File: src/rtl/spi_reg_ctrl_pkg.sv
// Shared types and constants for the SPI register transaction controller.
// States, command-bit index and status-byte bit positions.
package spi_reg_pkg;

  typedef enum logic [2:0] {
    IDLE,
    CMD,
    RD_REQ,
    WR_REQ,
    DATA
  } state_e;

  localparam int OVERRUN_BIT = 0;
  localparam int TIMEOUT_BIT = 1;

  function automatic int rw_bit(input int w);
    return w - 1;
  endfunction

  localparam int RW_BIT = rw_bit(8);

endpackage

File: src/rtl/spi_reg_ctrl_if.sv
// Register bus between the SPI transaction controller and the register file.
// req/ack handshake: we/re held until a one-cycle ack.
interface spi_reg_ctrl_if #(
  parameter int DATA_W = 8
);

  logic [DATA_W-2:0] reg_addr;
  logic [DATA_W-1:0] reg_wdata;
  logic              reg_we;
  logic              reg_re;
  logic [DATA_W-1:0] reg_rdata;
  logic              reg_ack;

  modport master (
    output reg_addr,
    output reg_wdata,
    output reg_we,
    output reg_re,
    input  reg_rdata,
    input  reg_ack
  );

  modport slave (
    input  reg_addr,
    input  reg_wdata,
    input  reg_we,
    input  reg_re,
    output reg_rdata,
    output reg_ack
  );

endinterface

File: src/rtl/spi_reg_ctrl.sv
// SPI command decoder sequencing auto-incrementing register reads/writes.
// Optional bus timeout via `define SPI_REG_CTRL_TIMEOUT_EN.
module spi_reg_ctrl
  import spi_reg_pkg::*;
#(
  parameter int DATA_W  = 8,
  parameter int TIMEOUT = 255
) (
  input  logic              clk,
  input  logic              rst,
  input  logic              cs_n,
  input  logic [DATA_W-1:0] rx_byte,
  input  logic              rx_valid,
  output logic [DATA_W-1:0] tx_byte,
  output logic              busy,
  output logic              overrun,
  spi_reg_ctrl_if.master    bus
);

  localparam int AW = DATA_W - 1;

  state_e            state_q, state_d;
  logic              cs_n_q;
  logic              rw_q, rw_d;
  logic [AW-1:0]     addr_q, addr_d;
  logic [DATA_W-1:0] wdata_q, wdata_d;
  logic [DATA_W-1:0] tx_q, tx_d;
  logic              overrun_q, overrun_d;
  logic              terr_q, terr_d;
  logic              abort_q, abort_d;
  logic              fall, rise, tmo, end_now;
  logic [DATA_W-1:0] status;

  assign fall = cs_n_q & ~cs_n;
  assign rise = ~cs_n_q & cs_n;

`ifdef SPI_REG_CTRL_TIMEOUT_EN
  localparam int CW = $clog2(TIMEOUT + 1);

  logic [CW-1:0] cnt_q, cnt_d;

  assign tmo = (cnt_q == CW'(TIMEOUT - 1));

  always_comb begin
    cnt_d = '0;
    if ((state_q == RD_REQ || state_q == WR_REQ)
        && state_d == state_q)
      cnt_d = cnt_q + 1'b1;
  end

  always_ff @(posedge clk) begin
    if (rst) cnt_q <= '0;
    else     cnt_q <= cnt_d;
  end
`else
  localparam int unused_timeout = TIMEOUT;

  assign tmo = 1'b0;
`endif

  always_comb begin
    status              = '0;
    status[OVERRUN_BIT] = overrun_q;
    status[TIMEOUT_BIT] = terr_q;
  end

  // A cs_n rise during a request is remembered until the handshake ends.
  assign end_now = abort_q | rise;

  always_comb begin
    state_d   = state_q;
    rw_d      = rw_q;
    addr_d    = addr_q;
    wdata_d   = wdata_q;
    tx_d      = tx_q;
    overrun_d = overrun_q;
    terr_d    = terr_q;
    abort_d   = abort_q;
    unique case (state_q)
      IDLE: begin
        tx_d = status;
        if (fall) state_d = CMD;
      end
      CMD: begin
        if (rise) begin
          state_d = IDLE;
        end else if (rx_valid) begin
          rw_d      = rx_byte[rw_bit(DATA_W)];
          addr_d    = rx_byte[AW-1:0];
          overrun_d = 1'b0;
          terr_d    = 1'b0;
          state_d   = rx_byte[rw_bit(DATA_W)] ? RD_REQ : DATA;
        end
      end
      RD_REQ, WR_REQ: begin
        if (rise) abort_d = 1'b1;
        if (rx_valid) overrun_d = 1'b1;
        if (bus.reg_ack) begin
          addr_d  = addr_q + 1'b1;
          abort_d = 1'b0;
          state_d = end_now ? IDLE : DATA;
          if (state_q == RD_REQ && !end_now)
            tx_d = bus.reg_rdata;
        end else if (tmo) begin
          addr_d  = addr_q + 1'b1;
          abort_d = 1'b0;
          terr_d  = 1'b1;
          state_d = end_now ? IDLE : DATA;
          if (state_q == RD_REQ && !end_now)
            tx_d = '1;
        end
      end
      DATA: begin
        if (rise) begin
          state_d = IDLE;
        end else if (rx_valid) begin
          if (rw_q) begin
            state_d = RD_REQ;
          end else begin
            wdata_d = rx_byte;
            state_d = WR_REQ;
          end
        end
      end
      default: state_d = IDLE;
    endcase
  end

  always_ff @(posedge clk) begin
    if (rst) begin
      state_q   <= IDLE;
      cs_n_q    <= 1'b1;
      rw_q      <= 1'b0;
      addr_q    <= '0;
      wdata_q   <= '0;
      tx_q      <= '0;
      overrun_q <= 1'b0;
      terr_q    <= 1'b0;
      abort_q   <= 1'b0;
    end else begin
      state_q   <= state_d;
      cs_n_q    <= cs_n;
      rw_q      <= rw_d;
      addr_q    <= addr_d;
      wdata_q   <= wdata_d;
      tx_q      <= tx_d;
      overrun_q <= overrun_d;
      terr_q    <= terr_d;
      abort_q   <= abort_d;
    end
  end

  assign bus.reg_addr  = addr_q;
  assign bus.reg_wdata = wdata_q;
  assign bus.reg_we    = (state_q == WR_REQ);
  assign bus.reg_re    = (state_q == RD_REQ);
  assign tx_byte       = tx_q;
  assign busy          = (state_q != IDLE);
  assign overrun       = overrun_q;

endmodule

File: src/flat_wrapper.sv
// flat-port wrapper written by rule: the top's interface ports become plain ports
module spi_reg_ctrl_flat import spi_reg_pkg::*;
#(
  parameter int DATA_W  = 8,
  parameter int TIMEOUT = 255
)
  (clk, rst, cs_n, rx_byte, rx_valid, tx_byte, busy, overrun, bus_reg_addr, bus_reg_wdata, bus_reg_we, bus_reg_re, bus_reg_rdata, bus_reg_ack);
  spi_reg_ctrl_if #(.DATA_W(DATA_W)) bus_i ();
  input  logic clk;
  input  logic rst;
  input  logic cs_n;
  input  logic [DATA_W-1:0] rx_byte;
  input  logic rx_valid;
  output logic [DATA_W-1:0] tx_byte;
  output logic busy;
  output logic overrun;
  output wire logic [$bits(bus_i.reg_addr)-1:0] bus_reg_addr;
  output wire logic [$bits(bus_i.reg_wdata)-1:0] bus_reg_wdata;
  output wire logic [$bits(bus_i.reg_we)-1:0] bus_reg_we;
  output wire logic [$bits(bus_i.reg_re)-1:0] bus_reg_re;
  input wire logic [$bits(bus_i.reg_rdata)-1:0] bus_reg_rdata;
  input wire logic [$bits(bus_i.reg_ack)-1:0] bus_reg_ack;
  assign bus_reg_addr = bus_i.reg_addr;
  assign bus_reg_wdata = bus_i.reg_wdata;
  assign bus_reg_we = bus_i.reg_we;
  assign bus_reg_re = bus_i.reg_re;
  assign bus_i.reg_rdata = bus_reg_rdata;
  assign bus_i.reg_ack = bus_reg_ack;
  spi_reg_ctrl #(.DATA_W(DATA_W), .TIMEOUT(TIMEOUT)) u_core (.clk(clk), .rst(rst), .cs_n(cs_n), .rx_byte(rx_byte), .rx_valid(rx_valid), .tx_byte(tx_byte), .busy(busy), .overrun(overrun), .bus(bus_i));
endmodule
File: config.mk
export PLATFORM = sky130hd
export DESIGN_NAME = spi_reg_ctrl_flat
export DESIGN_NICKNAME = d
export VERILOG_FILES = /design/src/rtl/spi_reg_ctrl_pkg.sv /design/src/rtl/spi_reg_ctrl_if.sv /design/src/rtl/spi_reg_ctrl.sv /design/src/flat_wrapper.sv
export SDC_FILE = /design/constraint.sdc
export NUM_CORES = 1
export LEC_CHECK = 0
export ABC_AREA = 1
export CAP_MARGIN = 20
export CORE_ASPECT_RATIO = 1.1
export CORE_MARGIN = 3
export CORE_UTILIZATION = 46
export CTS_BUF_LIST = sky130_fd_sc_hd__clkbuf_8 sky130_fd_sc_hd__clkbuf_16
export CTS_CLUSTER_SIZE = 25
export DETAILED_ROUTE_END_ITERATION = 10
export PLACE_DENSITY_LB_ADDON = 0.25
export SYNTH_ARGS = -nofsm -noshare
export SYNTH_HDL_FRONTEND = slang
export SYNTH_SLANG_ARGS = --single-unit
File: constraint.sdc
create_clock -name clk -period 1.5 [get_ports clk]
set_input_delay 0.45 -clock clk [delete_from_list [all_inputs] [get_ports clk]]
set_output_delay 0.45 -clock clk [all_outputs]
set_load 0.05 [all_outputs]
**After elaboration in Yosys (flattened, before gate mapping)**

Cells that the tools add are included.

- Equality and inequality tests: 12
- Bitwise gates (word level): 7
- Muxes and demuxes: 23
- Reduce and logical (&&, ||, !) cells: 15
- Add/subtract/negate cells: 1

Operators with widths:

| cell | number |
|---|---|
| $mux W3 | 8 |
| $mux W7 | 3 |
| $mux W8 | 2 |
| $pmux W8 S2 | 1 |
| $reduce_and A4 Y1 | 4 |
| $pmux W7 S2 | 1 |
| $pmux W3 S4 | 1 |
| $ne A2 B2 Y1 const B | 4 |
| $add A7 B1 Y7 const B | 1 |
| $eq A3 B2 Y1 const B | 2 |
| $mux W1 | 6 |
| $ne A3 B2 Y1 const B | 2 |
| $reduce_and A3 Y1 | 2 |
| $reduce_bool A2 Y1 | 3 |
| $ne A2 B1 Y1 const B | 2 |
| $not A1 Y1 | 4 |
| $eq A3 B1 Y1 const B | 1 |
| $eq A3 B3 Y1 const B | 1 |
| $logic_not A3 Y1 | 1 |
| $reduce_bool A3 Y1 | 1 |
| $and A1 B1 Y1 | 2 |
| $pmux W1 S2 | 1 |
| $reduce_and A2 Y1 | 1 |
| $reduce_or A2 Y1 | 1 |
| 3 further kinds | 3 |

- Output and inout port bits: 27
- Register bits after elaboration: 30
- Input bits: 21

**Logic depth before layout (Yosys ltp)**

- Depth in word-level cells: 8
- Gate-level depth with buffers: 10

**Worst setup path after synthesis**

OpenSTA, ideal clock, no wires.

- Kind: flip-flop to flip-flop
- From: register u_core.state_q[1]
- To: register u_core.tx_q[0] (netlist: u_core.tx_byte[0])
- Arrival: 1.541 ns
- Cell stages (with the launch flop): 8
- Data required time: 1.368 ns
- Path slack: -0.173 ns
- Cell sequence: dfxtp_1 nand2_4 nor2_2 nand3_1 nand2_2 nand2_4 nand2_1 a21oi_1

- Cells in the longest elaborated chain, start to end: 4
- Elaborated cells between the ends (all ways): 10

Ends and longest elaborated chain:

| what | line | RTL |
|---|---|---|
| start: declaration | spi_reg_ctrl.sv:22 | `state_e state_q, state_d;` |
| start signal: assignment | spi_reg_ctrl.sv:141 | `state_q <= state_d;` |
| $eq A3 B2 Y1 (*) | -- |  |
| via bus_reg_re | flat_wrapper.sv:20 | `output wire logic [$bits(bus_i.reg_re)-1:0] bus_reg_re;` |
| $reduce_or A2 Y1 or $logic_and A1 B1 Y1 (tied branches) | -- |  |
| $ne A2 B1 Y1 (no source line), or another cell as far along | -- |  |
| $reduce_and A3 Y1 (no source line) | -- |  |
| end signal: assignment | spi_reg_ctrl.sv:146 | `tx_q <= tx_d;` |
| end: declaration | spi_reg_ctrl.sv:27 | `logic [DATA_W-1:0] tx_q, tx_d;` |

The timed path passes the listed nets; every way through them passes the cells marked *.
A chain may end at the register's enable or synchronous reset.

**Final worst setup path**

- From: register u_core.state_q[1]
- To: output bus_reg_re

- Cells in the longest elaborated chain, start to end: 1

Ends and longest elaborated chain:

| what | line | RTL |
|---|---|---|
| $eq A3 B2 Y1 | spi_reg_ctrl.sv:156 | `assign bus.reg_re = (state_q == RD_REQ);` |
| end: declaration | flat_wrapper.sv:20 |  |

Every way passes these cells.

==> impl_metrics.yaml <==
critical_path:
  crit_fanout: 6
  arrival_ps: 1050
  start_kind: "register"
  worstSetupPathType: "reg2out"
  critPathCaptureType: "output pin"
  cp.required_ps: 1050
yosys:
  ys_types: 24
  synthesis.area_sq_um: 1520
  ys_ff_latch: 30
  netlist_instances: 224
  yosysSeqAreaShare_pct: 39.6
  synth_nets: 246
  avgSynthCellArea_sq_um: 6.78
  yosys_warnings: 0
  yosys-top-cells-area: "dfxtp_1, nor2_1, nand2_1"
  synth_top_area_share_pct: 39.6
  synth_area_leader_cell: "dfxtp_1"
timing:
  slew_viol_final: 0
  fin_crit_sh_pct: 99.8
  slew-limit-headroom_pct: 75.6
  finClkSkew_ps: 6.95
  rsz0062_at_grt: "true"
  max_freq_ghz: 0.668
  setup_viol_count_final: 0
  period_minus_slack_ps: 1500
  tightest_slew_ps: 365
  hold_viol_final: 0
clock_tree:
  cts_tree: "done"
  clkTransAtPathRegs_ps: 60
  clock_path_buffers: 2
  cts_made_buffers: 5
  cts_root_buffer: "clkbuf_8"
  cts-htree-levels: 2
  clock_latency_ps: 280
  clkSinkCount: 30
detailed_routing:
  avgRoutedWirePerCell_microns: 14.8
  viasPerCell: 5.51
  dr.pass1.iters: 5
  totalWireLength_microns: 4830
  drc: 0
  num_vias: 1797
  postRouteAntennaNets: 0
  drt_iter0_drc: 125
flow_run:
  cap_violations: 0
final_layout:
  layout_common_cells: "nand2_1, nor2_1, buf_12"
  insertedDiodeCount: 0
  areaGrowthSynthToFinish_pct: 73.0
  layout.nets: 314
  seq_area_sq_um: 614
  stdcell_count: 326
  final_cell_area_sq_um: 2630
  multi_input_area_sq_um: 850
  final_common_cell: "nand2_1"
  fin_util_pct: 84.7
  drive_above_1_share_pct: 29.5
  num-fill-cells: 175
grt:
  grt_pass1_wl_microns: 7220
  grt_pass1_vias: 1681
  gr-total-overflow: 0
  grt.total_usage_pct: 23.9
  antenna_found_initial: 0
  grt_start_max_net_pins: 19
place:
  hpwl_microns: 3050
  dp.cells: 311
  dpl_cell_area_sq_um: 2370
  placement.io_buffers: 47
  place_congestion: 0.889
power:
  irDropWorstVdd_uv: 1840
  power_density_nw_per_um2: 2040
  power_leakage_nw: 1.12
  p_total_mw: 5.36
floorplanning:
  die_h_microns: 66.2
  start_util_pct: 49.0
  dieArea_sq_um: 4030
  core_sq_um: 3100
  boundaryPins: 48
  rows: 21
  dieWidth_microns: 60.8
outcome:
  status: "complete, no violations"
min_path:
  min_path_type: "reg2reg"
metal layers:
| metal | wire (microns) | vias to the layer above | GRT usage (%) |
|---|---|---|---|
| met3 | 305 | 16 | 7.03 |
| met2 | 2570 | 83 | 40.4 |
| met1 | 1840 | 842 | 27.4 |
| li1 | - | 856 | - |
| met4 | 119 | 0 | 10.0 |
| met5 | 0 | - | 0 |
cell type report:
type | count | share of cell area (%)
clock buffer | 6 | 3.14
clock inverter | 1 | 1.14
inverter | 27 | 4.34
multi-input combinational | 163 | 32.3
sequential | 30 | 23.4
tap | 34 | 1.62
timing repair buffer | 65 | 34.0
critical path: stages, from the launching register on:
cell	delay [ps]
dfxtp_4	420
nand2_8	80
nor2_4	120
buf_12	140
flip-flops by register name (all words and copies together) (netlist names):
signal / count
u_core.tx_byte: 8
u_core.bus.reg_wdata: 8
u_core.abort_q: 1
u_core.cs_n_q: 1
u_core.rw_q: 1
u_core.overrun: 1
u_core.state_q: 3
u_core.bus.reg_addr: 7
synth_stat cells:
library cell   n
o21ai_2        1
buf_6          2
o22ai_1        1
inv_2          3
inv_4          1
nor2_4         2
clkbuf_1       2
nand2_4        3
nor3_1         2
nor2_2         5
nand2_2        3
or2_2          2
nand2_1       38
o21ai_1        2
a21oi_1       20
ha_1           1
a211oi_1       1
nand4_1        2
nor2_1        39
o21ai_0       19
dfxtp_1       30
nand3_1       21
inv_1         23
o211ai_1       1
per-stage QoR:
stage	hold WS, ps	setup slack, ps	setup TNS, ps
2_1_floorplan	483	24.6	0
3_3_place_gp	486	-327	-6230
3_5_place_dp	493	-366	-7010
4_1_cts	502	-18.2	-18.2
5_1_grt	526	-40.6	-168
6_report	508	2.34	0
power breakdown:
group	switching (mW)	internal, mW	total, mW
clock	0.303	0.531	0.834
combinational	1.87	1.36	3.23
sequential	0.288	1.01	1.30
total	2.46	2.90	5.36
what timing repair did:
item / CTS / global route
pin swaps: 5 / 5
cloned: 0 / 0
buffers inserted: 7 / 1
endpoints found under the hold margin: 0 / 0
resized for setup: 13 / 16
hold buffers: 0 / 0
endpoints found under the setup margin: 12 / 22
path summary, 6_finish.rpt:
kind | to | slack (ps) | cells past startpoint | start
setup / recovery | bus_reg_re | 2 | 3 | u_core.state_q[1]
hold / removal | u_core.tx_byte[3] | 510 | 2 | u_core.tx_byte[3]
setup reg to reg | u_core.state_q[2] | 90 | 6 | u_core.state_q[2]
hold reg to reg | u_core.tx_byte[3] | 510 | 2 | u_core.tx_byte[3]
kinds of logic (layout without fill, tap and decap cells):
family	Yosys count	count (layout)	synth area share, %
AO/OA/AOI/OAI	45	45	15.5
flip-flops	30	30	39.6
AND/OR/NAND/NOR	117	117	35.3
adder cells (fa/ha/maj)	1	1	0.824
buffers and inverters	31	99	8.82
Power figures use the tool's default switching activity.
